## src/rtl/dmem_pkg.sv

```systemverilog
// Shared definitions for the data memory controller: access size encodings and FSM states.
package dmem_pkg;

    localparam logic [1:0] SZ_BYTE = 2'b00;
    localparam logic [1:0] SZ_HALF = 2'b01;
    localparam logic [1:0] SZ_WORD = 2'b10;

    typedef enum logic [1:0] {IDLE, WAIT, RESP} state_t;

endpackage

```

## src/rtl/dmem_lane_align.sv

```systemverilog
// Byte-lane steering for RV32 loads/stores: store byte enables and data shift, load extension.
// With DMEM_MISALIGN_ERR_EN defined, also flags misaligned half/word accesses.
module dmem_lane_align
    import dmem_pkg::*;
(
    input  logic [1:0]  size,
    input  logic        uns,
    input  logic [1:0]  addr_lo,
    input  logic [31:0] wdata,
    input  logic [31:0] rword,
    output logic [3:0]  byte_en,
    output logic [31:0] wdata_lanes,
    output logic [31:0] rdata_ext
`ifdef DMEM_MISALIGN_ERR_EN
    ,
    output logic        misaligned
`endif
);

    logic [1:0]  off;
    logic [31:0] rshift;

    always_comb begin
        off         = 2'b00;
        byte_en     = 4'b1111;
        wdata_lanes = wdata;
        rdata_ext   = rword;
        rshift      = rword;
        case (size)
            SZ_BYTE: begin
                off         = addr_lo;
                byte_en     = 4'b0001 << off;
                wdata_lanes = {24'b0, wdata[7:0]} << {off, 3'b000};
                rshift      = rword >> {off, 3'b000};
                rdata_ext   = {{24{~uns & rshift[7]}}, rshift[7:0]};
            end
            SZ_HALF: begin
                // low address bit is dropped so a half never straddles lanes
                off         = {addr_lo[1], 1'b0};
                byte_en     = 4'b0011 << off;
                wdata_lanes = {16'b0, wdata[15:0]} << {off, 3'b000};
                rshift      = rword >> {off, 3'b000};
                rdata_ext   = {{16{~uns & rshift[15]}}, rshift[15:0]};
            end
            default: begin
                off         = 2'b00;
                byte_en     = 4'b1111;
                wdata_lanes = wdata;
                rshift      = rword;
                rdata_ext   = rword;
            end
        endcase
    end

`ifdef DMEM_MISALIGN_ERR_EN
    assign misaligned = ((size == SZ_HALF) && addr_lo[0]) || (size[1] && (addr_lo != 2'b00));
`endif

endmodule

```

## src/rtl/data_mem_ctrl.sv

```systemverilog
// Byte-addressed RV32 data memory behind a req/rsp handshake with a programmable wait-state count.
// Optional DMEM_MISALIGN_ERR_EN adds rsp_err and suppresses misaligned half/word accesses.
//   state | meaning
//   IDLE  | req_ready high, request captured on req_valid
//   WAIT  | wait-state countdown; array accessed on the edge where count == 1
//   RESP  | rsp_valid/rsp_rdata presented for one cycle
module data_mem_ctrl
    import dmem_pkg::*;
#(
    parameter int ADDR_W      = 8,
    parameter int WAIT_CYCLES = 1,
    parameter int DATA_W      = 32
)(
    input  logic              clk,
    input  logic              rst,
    input  logic              req_valid,
    output logic              req_ready,
    input  logic              req_we,
    input  logic [1:0]        req_size,
    input  logic              req_unsigned,
    input  logic [ADDR_W-1:0] req_addr,
    input  logic [31:0]       req_wdata,
    output logic              rsp_valid,
    output logic [31:0]       rsp_rdata,
    output logic              busy
`ifdef DMEM_MISALIGN_ERR_EN
    ,
    output logic              rsp_err
`endif
);

    localparam int         WORDS     = 2 ** (ADDR_W - 2);
    localparam logic [3:0] WAIT_INIT = 4'(WAIT_CYCLES);

    if (DATA_W != 32) begin : g_bad_data_w
        $error("data_mem_ctrl: DATA_W must be 32");
    end
    if (WAIT_CYCLES < 0 || WAIT_CYCLES > 15) begin : g_bad_wait
        $error("data_mem_ctrl: WAIT_CYCLES must be 0..15");
    end

    state_t              state, state_nx;
    logic [3:0]          cnt;
    logic                do_access;
    logic                we_q, uns_q;
    logic [1:0]          size_q;
    logic [ADDR_W-1:0]   addr_q;
    logic [31:0]         wdata_q;
    logic                a_we, a_uns;
    logic [1:0]          a_size;
    logic [ADDR_W-1:0]   a_addr;
    logic [31:0]         a_wdata;
    logic [ADDR_W-3:0]   a_idx;
    logic [31:0]         rword, wdata_lanes, rdata_ext;
    logic [3:0]          byte_en;
    logic                acc_err;

    // Power-up contents; reset deliberately leaves the array alone.
    logic [31:0] mem [WORDS] = '{0: 32'd1, 1: 32'd5, 2: 32'd25, default: 32'd0};

    always_comb begin
        state_nx  = state;
        req_ready = 1'b0;
        do_access = 1'b0;
        case (state)
            IDLE: begin
                req_ready = 1'b1;
                if (req_valid) begin
                    if (WAIT_CYCLES == 0) begin
                        do_access = 1'b1;
                        state_nx  = RESP;
                    end else begin
                        state_nx  = WAIT;
                    end
                end
            end
            WAIT: begin
                if (cnt <= 4'd1) begin
                    do_access = 1'b1;
                    state_nx  = RESP;
                end
            end
            RESP:    state_nx = IDLE;
            default: state_nx = IDLE;
        endcase
    end

    // Zero-wait accesses happen on the accept edge, so they use the live request.
    assign a_we    = (state == IDLE) ? req_we       : we_q;
    assign a_uns   = (state == IDLE) ? req_unsigned : uns_q;
    assign a_size  = (state == IDLE) ? req_size     : size_q;
    assign a_addr  = (state == IDLE) ? req_addr     : addr_q;
    assign a_wdata = (state == IDLE) ? req_wdata    : wdata_q;
    assign a_idx   = a_addr[ADDR_W-1:2];
    assign rword   = mem[a_idx];
    assign busy    = (state != IDLE);

    dmem_lane_align u_align (
        .size        (a_size),
        .uns         (a_uns),
        .addr_lo     (a_addr[1:0]),
        .wdata       (a_wdata),
        .rword       (rword),
        .byte_en     (byte_en),
        .wdata_lanes (wdata_lanes),
        .rdata_ext   (rdata_ext)
`ifdef DMEM_MISALIGN_ERR_EN
        ,
        .misaligned  (acc_err)
`endif
    );

`ifndef DMEM_MISALIGN_ERR_EN
    assign acc_err = 1'b0;
`endif

    always_ff @(posedge clk) begin
        if (rst) begin
            state     <= IDLE;
            cnt       <= 4'd0;
            rsp_valid <= 1'b0;
            rsp_rdata <= 32'd0;
`ifdef DMEM_MISALIGN_ERR_EN
            rsp_err   <= 1'b0;
`endif
        end else begin
            state     <= state_nx;
            rsp_valid <= do_access;
            if (state == IDLE && req_valid) begin
                cnt <= WAIT_INIT;
            end else if (state == WAIT) begin
                cnt <= cnt - 4'd1;
            end
            if (do_access) begin
                rsp_rdata <= (a_we || acc_err) ? 32'd0 : rdata_ext;
`ifdef DMEM_MISALIGN_ERR_EN
                rsp_err   <= acc_err;
`endif
            end
        end
    end

    always_ff @(posedge clk) begin
        if (state == IDLE && req_valid) begin
            we_q    <= req_we;
            uns_q   <= req_unsigned;
            size_q  <= req_size;
            addr_q  <= req_addr;
            wdata_q <= req_wdata;
        end
    end

    always_ff @(posedge clk) begin
        if (!rst && do_access && a_we && !acc_err) begin
            for (int i = 0; i < 4; i++) begin
                if (byte_en[i]) mem[a_idx][8*i +: 8] <= wdata_lanes[8*i +: 8];
            end
        end
    end

endmodule

```

## config.mk

```make
export PLATFORM = sky130hd
export DESIGN_NAME = data_mem_ctrl
export DESIGN_NICKNAME = d
export VERILOG_FILES = /design/src/rtl/dmem_pkg.sv /design/src/rtl/dmem_lane_align.sv /design/src/rtl/data_mem_ctrl.sv
export SDC_FILE = /design/constraint.sdc
export NUM_CORES = 2
export LEC_CHECK = 0
export CAP_MARGIN = 20
export CORE_AREA = 2 2 432 434
export DETAILED_ROUTE_END_ITERATION = 6
export DIE_AREA = 0 0 434 436
export PLACE_DENSITY = 0.71
export SYNTH_ARGS = -nofsm -noshare
export SYNTH_HDL_FRONTEND = slang
export SYNTH_SLANG_ARGS = --single-unit
```

## constraint.sdc

```tcl
create_clock -name clk -period 7.9 [get_ports clk]
set_input_delay 1.185 -clock clk [delete_from_list [all_inputs] [get_ports clk]]
set_output_delay 1.185 -clock clk [all_outputs]
set_load 0.01 [all_outputs]
```

==> key figures <==
Outcome
  • Status: finished, violations left
  • Failing checks: DRC

Power and ir drop
  • Cell Int Power: between 0.02 and 0.025 W
  • Leak Pwr: around 30 nW
  • Sw power: 0.00824 W
  • Max VDD drop: between 0.15 and 0.2 mV
  • Pwr/cell area: 297 nW/µm²
  • Combinational power share: 18.0%
  • Sequential share of power: between 40 and 50%
  • Clock power share: a little over a third
  • Sw frac: 29.2%

Floorplan
  • DIE HEIGHT: 436 µm
  • I/O pin cnt: 82
  • Core box area: about 180000 µm²
  • Die ar.: 189000 µm²
  • Standard-cell row count: 158
  • Initial core utilization: roughly 45%
  • Die Width: approximately 430 µm

Synthesis
  • Yosys cell types: 80
  • Synth cell count leaders: edfxtp_1 (2092), nand2_1 (591), o22ai_1 (488)
  • Synthesized area: 82500 µm²
  • Asr flop ratio synth: 0%
  • Synth Register Bits: around 2100
  • Seq/Total Area, Yosys: 77.1%
  • Yosys warnings: 0
  • Mapped Cells: around 5500
  • Count leader, synth: edfxtp_1
  • Number of synthesized flops with an enable pin: roughly 2100
  • Predominant post-synthesis flop cell: edfxtp_1
  • Cell accounting for the most synthesized area: edfxtp_1
  • Post-Syn Nets: roughly 5500
  • Area contributors post-synth: edfxtp_1 (76%), o22ai_1 (3.7%), nand2_1 (2.7%)
  • Post-synthesis area per instance: between 15 and 20 µm²
  • Share of the synthesized area in the top cell type: approximately three quarters

Clocking
  • # H-tree levels: 4
  • Clock buffer count from CTS: 200
  • Hold-fix buffers at CTS: 0
  • Clock transition at the registers of the reported paths: around 60 ps
  • Clk sinks: around 2100
  • Root buffer cell: clkbuf_16
  • CTS max path bufs: 3
  • Postcts setup bufs: 0
  • Worst skew pair latency: roughly 870 ps
  • Post-CTS sizing: 0
  • CTS tree: built

Worst hold path
  • Worst min path class: reg2reg

Routing
  • Iter 0 DRT Violations: slightly above 10000
  • Avg Vias per Cell: between 6 and 7
  • Residual DRC: 10
  • Drt wl/cell: around 34 µm
  • Total number of vias: around 57000
  • TritonRoute pass-1 iters: 7
  • ANT nets after route: 0
  • Detailed-route wire length: ~290000 µm

Setup path
  • CP Launch Type: flip-flop
  • Critical path type: reg2reg
  • Data required, critical path: 8670 ps
  • CP Max Fanout: 28
  • WP data arrival: 6740 ps
  • Worst setup EP type: flip-flop

Placed design
  • IO Port Bufs: around 80
  • DP Area: slightly below 90000 µm²
  • Detailed placement HPWL: 171000 µm
  • GPL Wtd Cong: 0.941

STA
  • Fin crit share: roughly three quarters
  • Max-slew headroom: 15.3%
  • Worst Max-Slew Pin Slew: around 1300 ps
  • Final hold viol count: 0
  • Worst Clk Skew: roughly 36 ps
  • Final setup violation count: 0
  • Fin. max-slew vios: 0
  • RSZ-0062 raised after global routing: false
  • Sum of negative setup slack: 0 ps
  • Min Tclk post-route: just under 6000 ps
  • Fmax: 168 MHz

GRT
  • Vias in the first global route: approximately 54000
  • Pin count of the biggest net entering global routing: 119
  • Total GRT Usage: 29.6%
  • Global-route wire length before repair: about 400000 µm
  • GRT Residual Overflow: 0
  • Initial antenna violation count: 18

Cells and area
  • Fin area: around 95000 µm²
  • Final #Nets: ~5800
  • Fin util: 51.6%
  • Layout area overhead: 15.5%
  • Layout cells sized above 1: between 10% and 20%

Flow run
  • Max cap viols: 0
==> per-stage QoR <==
stage	power [W]	instances	hold WS, ps	setup slack [ps]
after floorplan	0.0159	5459	470	2890
after global placement	0.0182	7961	490	1400
after detailed placement	0.0183	7975	493	1370
after CTS	0.0280	8345	505	2220
after global routing	0.0287	8356	532	1840
final	0.0283	8361	509	1930
==> layout by cell type (no fill, tap or decap), types with 22 or more instances in the layout <==
master           instances
edfxtp_1              2092
nand2_1                582
o22ai_1                472
buf_4                  341
nor2_1                 248
nor3_1                 213
clkbuf_16              208
o21ai_0                187
a21oi_1                182
mux2i_1                122
nand3_1                 98
o221ai_1                95
a31oi_1                 92
clkdlybuf4s50_1         81
a32oi_1                 76
clkinv_1                50
a22oi_1                 45
o22a_1                  39
dfxtp_1                 39
clkbuf_1                34
clkinv_2                33
o211ai_1                31
a222oi_1                28
bufinv_16               28
nand4_1                 27
a211oi_1                25
nor3_2                  23
buf_12                  22
==> worst max-delay path, cell delays in order, from the launching register on <==
cell and delay, ps:
dfxtp_1 330, or2_2 400, clkinv_2 710, a21boi_4 980
or2_2 900, buf_12 330, a21oi_1 150, or4_1 550
nor4_2 960, mux2_2 320, o211ai_1 80, o21ai_0 90
==> path summary, 6_finish.rpt <==
kind,from,endpoint,slack (ps),cells past startpoint
max,state[1],rsp_rdata[4],1930,11
min,rsp_rdata[27],rsp_rdata[27],510,2
min reg2reg,rsp_rdata[27],rsp_rdata[27],510,2
max reg2reg,state[1],rsp_rdata[4],1930,11
==> sequential cells by signal, indices dropped and copies added (netlist names) <==
name / flops
mem: 2048
rsp_rdata: 32
wdata_q: 32
addr_q: 8
cnt: 4
size_q: 2
state: 2
rsp_valid: 1
uns_q: 1
we_q: 1
==> layer usage <==
layer  up-vias  wire, µm  global-route usage, %
met3      1165     45500                   10.1
met2      5354    125000                   43.8
met1     27950     95400                   38.2
li1      22451         -                      -
met4        30     20400                   16.9
met5         -       255                      0
==> area by class of cell <==
| type | count | area [µm²] |
|---|---|---|
| Fill cell | 14691 | 89300 |
| Clock inverter | 128 | 1370 |
| Antenna cell | 8 | 20.0 |
| Multi-Input combinational cell | 2905 | 17900 |
| Tap cell | 2480 | 3100 |
| Sequential cell | 2131 | 63600 |
| Inverter | 9 | 35.0 |
| Timing Repair Buffer | 458 | 3970 |
| Clock buffer | 242 | 5330 |
==> power by group through the flow <==
stage / sequential (W) / combinational [W] / clock (W)
finish: 0.0132 / 0.00508 / 0.00995
global placement: 0.0135 / 0.00469 / 0
detailed placement: 0.0135 / 0.00478 / 0
floorplan: 0.0135 / 0.00234 / 0
global route: 0.0132 / 0.00509 / 0.0103
CTS: 0.0132 / 0.00480 / 0.00992
==> cells by family after synthesis <==
kind of cell	count (synthesis)	synth area share [%]
adders and majority gates	2	0.0303
buffers and inverters	423	2.33
muxes	137	1.73
and+or+nand+nor	1312	6.95
DFF	2131	77.1
AOI/OAI and AO/OA	1454	11.9
No activity file was read; power rests on OpenSTA's default activity.
